**src/rtl/instruction_fetch_unit.sv**
```systemverilog
// Instruction fetch stage: owns the fetch PC, presents it to the MMU,
// and queues returned words with their PC in a small buffer for decode.
// A redirect during an outstanding miss holds the address until that
// miss resolves, then jumps to the latest pending target.
module instruction_fetch_unit #(
    parameter logic [31:0] RESET_PC = 32'h0000_0000,
    parameter int          DEPTH    = 2
) (
    input  logic        clk,
    input  logic        rst_n,
    output logic [31:0] instructionMemoryAddress,
    input  logic [31:0] instructionMemoryDataOut,
    input  logic        instructionMemorySuccess,
    input  logic        branchTaken,
    input  logic [31:0] branchTarget,
    input  logic        decodeReady,
    output logic [31:0] instruction,
    output logic [31:0] instructionPC,
    output logic        instructionValid,
    output logic        fetchMisaligned
);

    localparam int          PW      = (DEPTH > 1) ? $clog2(DEPTH) : 1;
    localparam logic [PW:0] DEPTH_C = (PW + 1)'(DEPTH);

    typedef enum logic {RUN, HOLD} state_t;

    state_t          state_reg, state_next;
    logic [31:0]     fetch_pc_reg, fetch_pc_next;
    logic [31:0]     pending_reg, pending_next;
    logic [PW-1:0]   wr_ptr_reg, rd_ptr_reg;
    logic [PW:0]     count_reg;
    logic            misaligned_reg;

    logic [31:0]     mem_pc   [DEPTH];
    logic [31:0]     mem_data [DEPTH];

    logic [31:0]     target_aligned;
    logic            pop;
    logic            push;
    logic            flush;

    assign target_aligned = {branchTarget[31:2], 2'b00};
    assign pop            = instructionValid & decodeReady;
    assign push           = instructionMemorySuccess & (state_reg == RUN) & ~branchTaken
                            & ((count_reg < DEPTH_C) | pop);
    // Every redirect empties the buffer; in HOLD it is already empty.
    assign flush          = branchTaken;

    // The address is always the registered fetch PC: during HOLD the PC
    // simply is not advanced, so it stays at the missed address.
    assign instructionMemoryAddress = fetch_pc_reg;
    assign instructionValid         = (count_reg != '0);
    assign instruction              = mem_data[rd_ptr_reg];
    assign instructionPC            = mem_pc[rd_ptr_reg];
    assign fetchMisaligned          = misaligned_reg;

    // State, PC and pending-target registers.
    always_ff @(posedge clk or negedge rst_n) begin
        if (!rst_n) begin
            state_reg    <= RUN;
            fetch_pc_reg <= RESET_PC;
            pending_reg  <= RESET_PC;
        end else begin
            state_reg    <= state_next;
            fetch_pc_reg <= fetch_pc_next;
            pending_reg  <= pending_next;
        end
    end

    // Next-state: redirect handling and sequential PC advance.
    always_comb begin
        state_next    = state_reg;
        fetch_pc_next = fetch_pc_reg;
        pending_next  = pending_reg;
        case (state_reg)
            RUN: begin
                if (branchTaken) begin
                    if (instructionMemorySuccess) begin
                        fetch_pc_next = target_aligned;
                    end else begin
                        pending_next = target_aligned;
                        state_next   = HOLD;
                    end
                end else if (push) begin
                    fetch_pc_next = fetch_pc_reg + 32'd4;
                end
            end
            HOLD: begin
                if (instructionMemorySuccess) begin
                    // The word for the stale address is dropped here.
                    fetch_pc_next = branchTaken ? target_aligned : pending_reg;
                    state_next    = RUN;
                end else if (branchTaken) begin
                    pending_next = target_aligned;
                end
            end
            default: state_next = RUN;
        endcase
    end

    // Buffer occupancy and pointers; flush overrides push and pop.
    always_ff @(posedge clk or negedge rst_n) begin
        if (!rst_n) begin
            count_reg  <= '0;
            wr_ptr_reg <= '0;
            rd_ptr_reg <= '0;
        end else if (flush) begin
            count_reg  <= '0;
            wr_ptr_reg <= '0;
            rd_ptr_reg <= '0;
        end else begin
            if (push)
                wr_ptr_reg <= wr_ptr_reg + PW'(1);
            if (pop)
                rd_ptr_reg <= rd_ptr_reg + PW'(1);
            if (push && !pop)
                count_reg <= count_reg + (PW + 1)'(1);
            else if (pop && !push)
                count_reg <= count_reg - (PW + 1)'(1);
        end
    end

    // Buffer storage; contents need no reset since count gates validity.
    always_ff @(posedge clk) begin
        if (push) begin
            mem_pc[wr_ptr_reg]   <= fetch_pc_reg;
            mem_data[wr_ptr_reg] <= instructionMemoryDataOut;
        end
    end

    // One-cycle flag for a redirect whose target was not word aligned.
    always_ff @(posedge clk or negedge rst_n) begin
        if (!rst_n)
            misaligned_reg <= 1'b0;
        else
            misaligned_reg <= branchTaken & (branchTarget[1:0] != 2'b00);
    end

endmodule

```
**config.mk**
```make
export PLATFORM = sky130hd
export DESIGN_NAME = instruction_fetch_unit
export DESIGN_NICKNAME = d
export VERILOG_FILES = /design/src/rtl/instruction_fetch_unit.sv
export SDC_FILE = /design/constraint.sdc
export NUM_CORES = 1
export LEC_CHECK = 0
export BUFFER_PORTS_ARGS = -buffer_cell sky130_fd_sc_hd__buf_2
export CORE_MARGIN = 1.5
export CORE_UTILIZATION = 52
export CTS_BUF_LIST = sky130_fd_sc_hd__clkbuf_4 sky130_fd_sc_hd__clkbuf_8
export DETAILED_ROUTE_END_ITERATION = 6
export GPL_TIMING_DRIVEN = 0
export PLACE_DENSITY = 0.79
export SLEW_MARGIN = 20
export SYNTH_ARGS = -nofsm -noshare
export SYNTH_HDL_FRONTEND = slang
export SYNTH_SLANG_ARGS = --single-unit
```
**constraint.sdc**
```tcl
create_clock -name clk -period 4.6 [get_ports clk]
set_clock_uncertainty 0.05 [all_clocks]
set_input_delay 0.92 -clock clk [delete_from_list [all_inputs] [get_ports clk]]
set_output_delay 0.92 -clock clk [all_outputs]
set_load 0.005 [all_outputs]
```
==> out/qor.txt, run 1 <==
DRC violations left: 0
R2R cell count: 7
DIE WIDTH: 131 µm
Final Hold Fails: 0
layout cell share with drive strength beyond 1: 0.388
Util after Layout: 0.639
RSZ-0062 raised after global routing: false
core region area: 0.0159 mm²
leakage power: 3.89 nW
H-Tree Depth: 4
Row Count: 46
Crit path largest cell delay: 530 ps
cts hold-fix bufs: 0
fin. max-slew vios: 0
pwr dens: 375 mW/mm²
Critical Path Sink Type: register
initial antenna violation count: 0
Ant. Diodes: 0
Initial DRC Count: 646
biggest regs: mem_data x64, mem_pc x64
VDD IR max: 0.193 mV
Filler cells: 1190
syn_area_per_cell: 14.2 µm²
total track usage: 0.246
drt total wl: 20800 µm
Yosys cell types: 57
HPWL after DPL: 14900 µm
most frequent CP cell: clkbuf_1
Worst Path Arrival: 3580 ps
Clock Sinks: 198
post-CTS repair timing setup buffer count: 0
via density per instance: 5.90
Ports: 167
EDFF count, synth: 128
chip height: 131 µm
total CTS buffers: 17
post-route clock period utilization: 0.746
leading area contributor after synthesis: edfxtp_1
status: complete, no violations
clock latency on the worst-skew pair: 480 ps
Starting Density: 0.536
post-synth net total: 673
asr flop ratio synth: 0.354
Final #Nets: 863
routed length per placed instance: 20.3 µm
Synth top area share: 0.450
FMAX: 291 MHz
vias in the first global route: 6188
top post-synthesis cells by area: edfxtp_1 (45%), dfrtp_1 (20%), mux2_2 (12%)
Register Area: 0.00560 mm²
CP Launch Type: primary input
vias: 6033
Routed Antenna Nets: 0
CP Class: in2reg
Post-synth top flop: edfxtp_1
multi-input logic area: 0.00279 mm²
first-pass GRT wire length: 33000 µm
Tightest Hold Check Type: in2async
clk root buf: clkbuf_8
DR pass1 iterations: 5
Cell Chain, Critical Path: buf_2 > nor2_1 > clkbuf_1 > clkbuf_1 > nand3_1 > nor2_4 > buf_12 > buf_16
clk slew on worst S/H paths: 100 ps
Resized Gates After CTS: 0
die footprint: 0.0172 mm²
Synth Instances: 603
IO buf count: 166
overall power: 3.83 mW
CP Max Fanout: 24
GPL Wtd Cong: 0.930
Synth Register Bits: 198
total grt overflow: 0
register-to-register setup slack: 1360 ps
Area Overhead vs Synth: 19.2%
pre-CTS setup slack: 702 ps
Max clock buf depth: 2
sequential element share of the synthesized area: 0.655
pin count of the biggest net entering global routing: 40
maxcap violations: 0
Final Hold Slack: 311 ps
CTS tree: built
worst slew pin tran: 771 ps
Ys Warns: 0
CP Data Required Time: 4740 ps
normalized max-slew margin: 0.482
final worst setup slack: 1170 ps
critical path's slowest cell: nor2_4
Setup violations, final: 0
minimum clock period: 3430 ps
Mapped Area: 0.00855 mm²
-- placed cells by master, fill, tap and decap left out, types with 14 or more instances in the layout --
cell / n
buf_2: 168
nand2_1: 37
clkbuf_8: 17
o21ai_0: 19
mux2_2: 94
nand3_1: 14
nand4_1: 18
clkbuf_1: 27
a22o_1: 15
edfxtp_1: 128
dfrtp_1: 70
-- report_power, final --
group	internal, mW	switching, mW
Combinational	0.255	0.275
Clock	0.414	0.685
Sequential	2.05	0.147
Total	2.72	1.11
-- cells by family (layout without fill, tap and decap cells) --
group           after synthesis  in the layout  share of synthesized area
compound gates              113            113                     0.0963
xor+xnor                      2              2                    0.00205
fa+ha+maj                     1              1                    0.00146
buf+inv                      44            247                     0.0202
flops                       198            198                      0.655
mux                         103            103                      0.134
simple gates                142            142                     0.0909
-- final cells by class --
type,instances,area share
clock inverter,15,0.0173
clock buffer,17,0.0230
buffer,37,0.0144
inverter,7,0.00258
tap,216,0.0265
timing repair buffer,171,0.0931
sequential,198,0.549
multi-input combinational,361,0.274
-- worst paths after layout --
check | start | end
hold / removal | rst_n | pending_reg[28]$_DFFE_PN0P_
min in group clk | pending_reg[15]$_DFFE_PN0P_ | pending_reg[15]$_DFFE_PN0P_
setup / recovery | branchTaken | mem_pc[1][23]$_DFFE_PP_
setup reg to reg | state_reg$_DFF_PN0_ | mem_pc[1][23]$_DFFE_PP_
max in group asynchronous | rst_n | instructionMemoryAddress[14]$_DFFE_PN0P_
hold reg to reg | pending_reg[15]$_DFFE_PN0P_ | pending_reg[15]$_DFFE_PN0P_
-- critical path, delay by kind of cell --
family	cells	cell delay, ps
buffers and inverters	5	1550
AND/OR/NAND/NOR	3	1080
-- cells in the mapped netlist (10+ instances only) --
master	instances
dfrtp_1	70
o211ai_1	10
clkbuf_1	27
edfxtp_1	128
nand3_1	14
a21oi_1	12
o21ai_0	19
nor2_1	15
nand4_1	18
nand2_1	37
a22o_1	15
mux2_2	94
-- metrics by stage --
| step | setup TNS, ps | instances | area [µm²] |
|---|---|---|---|
| final | 0 | 1022 | 10200 |
| after global routing | 0 | 1022 | 10200 |
| after CTS | 0 | 1022 | 10200 |
| after detailed placement | 0 | 990 | 9780 |
| after global placement | -291250 | 985 | 9650 |
| after floorplan | -53850 | 603 | 8550 |
-- routing by layer --
layer | global-route usage | part of all wire
met5 | 0 | 0
met4 | 0.0793 | 0.016
met3 | 0.0652 | 0.082
met2 | 0.390 | 0.48
met1 | 0.331 | 0.42
Power figures use the tool's default switching activity.
==> inputs of run 2 (changes only) <==
CORE_UTILIZATION = 57   (was 52)
PLACE_DENSITY = 0.82   (was 0.79)
clock period = 3.2 ns   (was 4.6 ns; I/O delays follow)
==> out/qor.txt, run 2 (synthesized netlist as in run 1, its figures left out) <==
Routed Antenna Nets: 0 (unchanged)
pin count of the biggest net entering global routing: 42 (+5.0%)
drt total wl: 20400 µm (-1.9%)
post-route clock period utilization: 0.935
maxcap violations: 0 (unchanged)
chip height: 125 µm (-4.4%)
RSZ-0062 raised after global routing: false
DR pass1 iterations: 5 (unchanged)
Row Count: 44 (-4.3%)
VDD IR max: 0.244 mV (+26%)
DP Area: 0.00973 mm² (-0.56%)
Area Overhead vs Synth: 18.5%
leading cell type in the layout, fill and taps excluded: buf_2
via density per instance: 6.20 (+5.0%)
fin. max-slew vios: 0 (unchanged)
CP Data Required Time: 3320 ps (-1420 ps)
reg-to-reg endpoint: mem_data[1][0]$_DFFE_PP_
core region area: 0.0146 mm² (-8.5%)
Clock Sinks: 198 (unchanged)
Worst Path Arrival: 3120 ps (-460 ps)
biggest regs: mem_data x64, mem_pc x64
pwr dens: 548 mW/mm² (+46%)
Starting Density: 0.586 (+0.0497)
overall power: 5.55 mW (+45%)
total grt overflow: 0 (unchanged)
CP Max Fanout: 26 (+8.3%)
DIE WIDTH: 125 µm (-4.4%)
initial antenna violation count: 0 (unchanged)
placed insts: 958 (-3.2%)
CP Class: reg2reg
FF-to-FF Start: state_reg$_DFF_PN0_
final std cells w/o fill: 989 (-3.2%)
pre-CTS setup slack: -357 ps (-1060 ps)
CTS tree: built
cts hold-fix bufs: 0 (unchanged)
minimum clock period: 2990 ps
R2R cell count: 7 (unchanged)
clock latency on the worst-skew pair: 470 ps (about the same)
first-pass GRT wire length: 32100 µm (-2.9%)
most frequent cells in the layout: buf_2 (168), edfxtp_1 (128), mux2_2 (94), dfrtp_1 (70), nand2_1 (37)
vias: 6132 (+1.6%)
register-to-register setup slack: 210 ps (-1150 ps)
IO buf count: 166 (unchanged)
Final #Nets: 863 (unchanged)
Final Hold Fails: 0 (unchanged)
worst slew pin tran: 830 ps (+59.5 ps)
Tightest Hold Check Type: in2async
FMAX: 334 MHz
clk root buf: clkbuf_8
CP Launch Point: state_reg$_DFF_PN0_
routed length per placed instance: 20.6 µm (+1.4%)
GPL Wtd Cong: 0.893 (-4.0%)
clk slew on worst S/H paths: 90 ps (about the same)
status: complete, no violations
CP Launch Type: register
layout cell share with drive strength beyond 1: 0.389 (+0.000482)
Final Hold Slack: 93.5 ps (-218 ps)
Max clock buf depth: 2 (unchanged)
final instance area: 0.0101 mm² (-0.59%)
final worst setup slack: 208 ps (-959 ps)
vias in the first global route: 5949 (-3.9%)
Critical Path Sink Type: register
Setup violations, final: 0 (unchanged)
DRC violations left: 0 (unchanged)
normalized max-slew margin: 0.441 (-0.0405)
die footprint: 0.0157 mm² (-8.6%)
CP endpoint: mem_data[1][0]$_DFFE_PP_
HPWL after DPL: 14600 µm (-1.7%)
H-Tree Depth: 4 (unchanged)
Ports: 167 (unchanged)
leakage power: 3.89 nW (about the same)
total CTS buffers: 17 (unchanged)
total track usage: 0.263 (+0.0171)
Ant. Diodes: 0 (unchanged)
Initial DRC Count: 731 (+13%)
## run 2: cell type report
cell class,instances,area [µm²]
clock buffers,19,249
repair buffers,172,941
flip-flops and latches,198,5600
fillers,986,4460
clock inverters,12,151
well taps,184,230
plain buffers,36,144
inverters,7,26.3
multi-input cells,361,2790
## run 2: how the worst min path moves through the flow
stage,endpoint,slack (ps),cells after the start
5_1_grt,pending_reg[22]$_DFFE_PN0P_,130,1
6_report,pending_reg[22]$_DFFE_PN0P_,90,1
4_1_cts,pending_reg[15]$_DFFE_PN0P_,90,1
2_1_floorplan,count_reg[0]$_DFFE_PN0P_,290,0
3_5_place_dp,pending_reg[0]$_DFFE_PN0P_,440,1
3_3_place_gp,pending_reg[15]$_DFFE_PN0P_,410,2
## run 2: where the power goes
part	switching (mW)	internal [mW]
Sequential	0.217	2.95
Clock	0.844	0.786
Combinational	0.389	0.365
Total	1.45	4.10
## run 2: stage by stage
step	utilization	setup TNS (ps)
after floorplan	-	-64390
after global placement	0.659	-238800
final	0.694	0
after detailed placement	0.667	-24260
after CTS	0.694	0
after global routing	0.694	0
## run 2: critical path: stages (launching register included)
cell,delay (ps)
dfrtp_1,400
nor2_1,220
clkbuf_2,320
clkbuf_1,480
nand3_1,300
nor2_4,440
buf_12,250
buf_12,210
## run 2: what timing repair did
item,4_1_cts,5_1_grt
buffers inserted,0,1
setup endpoints to repair,0,74
gates resized for setup,0,2
## run 2: routing by layer
| layer | track usage | vias up | wire length, µm |
|---|---|---|---|
| li1 | - | 2745 | - |
| met1 | 0.365 | 3017 | 8730 |
| met2 | 0.415 | 329 | 9600 |
| met3 | 0.0556 | 41 | 1620 |
| met4 | 0.0922 | 0 | 413 |
| met5 | 0 | - | 0 |
==> inputs of run 3 (changes only) <==
CORE_UTILIZATION = 55   (was 57)
PLACE_DENSITY = 0.8   (was 0.82)
==> out/qor.txt, run 3 (synthesized netlist as in run 1, its figures left out) <==
drt total wl: 20500 µm (+0.76%)
CTS tree: built
clock latency on the worst-skew pair: 470 ps (about the same)
Final Hold Slack: 300 ps (+206 ps)
H-Tree Depth: 4 (unchanged)
layout cell share with drive strength beyond 1: 0.393 (+0.00377)
fin. max-slew vios: 0 (unchanged)
CP Launch Point: rd_ptr_reg$_DFFE_PN0P_
Setup violations, final: 0 (unchanged)
GPL Wtd Cong: 0.886 (-0.78%)
register-to-register setup slack: 310 ps (+100 ps)
normalized max-slew margin: 0.411 (-0.0307)
final worst setup slack: 248 ps (+39.8 ps)
total CTS buffers: 17 (unchanged)
FF-to-FF Start: state_reg$_DFF_PN0_
biggest regs: mem_data x64, mem_pc x64
total grt overflow: 0 (unchanged)
clk slew on worst S/H paths: 100 ps (about the same)
status: complete, no violations
Starting Density: 0.562 (-0.0236)
Clock Sinks: 198 (unchanged)
final setup TNS: 0 ps (unchanged)
leakage power: 3.95 nW (+1.4%)
Area Overhead vs Synth: 19.8%
Routed Antenna Nets: 0 (unchanged)
Worst path depth: 3 (-4)
CP Class: reg2out
DIE WIDTH: 128 µm (+1.8%)
DRC violations left: 0 (unchanged)
Row Count: 45 (+2.3%)
reg-to-reg endpoint: mem_pc[0][23]$_DFFE_PP_
first-pass GRT wire length: 31400 µm (-2.1%)
vias: 6143 (+0.18%)
worst slew pin tran: 877 ps (+46.4 ps)
clk root buf: clkbuf_8
Critical Path Sink Type: output port
initial antenna violation count: 0 (unchanged)
CP endpoint: instruction[25]
Tightest Hold Check Type: in2reg
pre-CTS setup slack: -487 ps (-130 ps)
Final Hold Fails: 0 (unchanged)
maxcap violations: 0 (unchanged)
Worst Path Arrival: 2260 ps (-860 ps)
Crit path largest cell delay: 700 ps (+220 ps)
total track usage: 0.254 (-0.00862)
CP Data Required Time: 2510 ps (-810 ps)
most frequent cells in the layout: buf_2 (168), edfxtp_1 (128), mux2_2 (94), dfrtp_1 (70), nand2_1 (37)
Initial DRC Count: 595 (-19%)
chip height: 128 µm (+1.8%)
CP Launch Type: register
HPWL after DPL: 14400 µm (-1.2%)
RSZ-0062 raised after global routing: false
CP Max Fanout: 11 (-58%)
IO buf count: 166 (unchanged)
pwr dens: 556 mW/mm² (+1.6%)
delay-heaviest family, CP: flip-flops
post-route clock period utilization: 0.923 (-0.0124)
pin count of the biggest net entering global routing: 54 (+29%)
WP buf/inv: 2 (-2)
DR pass1 iterations: 7 (+2)
VDD IR max: 0.305 mV (+25%)
Ports: 167 (unchanged)
minimum clock period: 2950 ps (-39.8 ps)
critical path's slowest cell: dfrtp_1
vias in the first global route: 5833 (-1.9%)
routed length per placed instance: 20.6 µm (-0.15%)
die footprint: 0.0163 mm² (+3.6%)
via density per instance: 6.16 (-0.72%)
core region area: 0.0152 mm² (+4.2%)
final instance area: 0.0102 mm² (+1.0%)
leading cell type in the layout, fill and taps excluded: buf_2
R2R cell count: 7 (unchanged)
FMAX: 339 MHz (+1.3%)
Ant. Diodes: 0 (unchanged)
Cell Chain, Critical Path: clkbuf_1 > mux2_2 > buf_2
DP Area: 0.00975 mm² (+0.28%)
Max clock buf depth: 2 (unchanged)
Final #Nets: 867 (+0.46%)
run 3: worst min-delay path by stage:
| stage | from | endpoint | depth (start not counted) |
|---|---|---|---|
| 2_1_floorplan | rst_n | count_reg[0]$_DFFE_PN0P_ | 0 |
| 3_3_place_gp | pending_reg[15]$_DFFE_PN0P_ | pending_reg[15]$_DFFE_PN0P_ | 2 |
| 3_5_place_dp | pending_reg[1]$_DFFE_PN0P_ | pending_reg[1]$_DFFE_PN0P_ | 1 |
| 4_1_cts | instructionMemoryDataOut[27] | mem_data[0][27]$_DFFE_PP_ | 1 |
| 5_1_grt | instructionMemoryDataOut[5] | mem_data[0][5]$_DFFE_PP_ | 1 |
| 6_report | instructionMemoryDataOut[27] | mem_data[0][27]$_DFFE_PP_ | 1 |
run 3: power breakdown:
group | total (mW) | switching [mW] | internal, mW | leakage [nW]
combinational | 0.765 | 0.394 | 0.370 | 1.69
sequential | 3.16 | 0.215 | 2.95 | 2.02
clock | 1.77 | 0.863 | 0.904 | 0.231
total | 5.69 | 1.47 | 4.22 | 3.95
run 3: through the flow:
step,power (mW),std cells,util
2_1_floorplan,3.56,603,-
3_3_place_gp,3.91,957,0.633
3_5_place_dp,3.97,962,0.642
4_1_cts,5.72,996,0.672
5_1_grt,5.89,998,0.673
6_report,5.69,998,0.673
run 3: worst register-to-register path, cell delays in order (launching register included):
cell and delay [ps]:
dfrtp_1 400, nor2_1 220, clkbuf_1 480, clkbuf_2 370, nand3_1 330, nor2_4 320, buf_16 220, buf_12 200
run 3: area by class of cell:
class | instances | area [µm²]
Sequential cell | 198 | 5600
Fill cell | 1107 | 4960
Multi-Input combinational cell | 362 | 2800
Timing Repair Buffer | 175 | 988
Clock buffer | 20 | 263
Tap cell | 188 | 235
Clock inverter | 12 | 185
Buffer | 36 | 144
Inverter | 7 | 26.3
run 3: per-layer routing:
metal	track usage	share of wire
met5	0	0
met4	0.0919	0.023
met3	0.0576	0.085
met2	0.398	0.47
met1	0.353	0.43
run 3: what timing repair did:
action	4_1_cts	5_1_grt
pin swaps	1	2
endpoints found under the hold margin	17	0
gates resized for setup	1	0
cloned	1	0
hold buffers	1	0
endpoints found under the setup margin	25	100
setup buffers	0	3
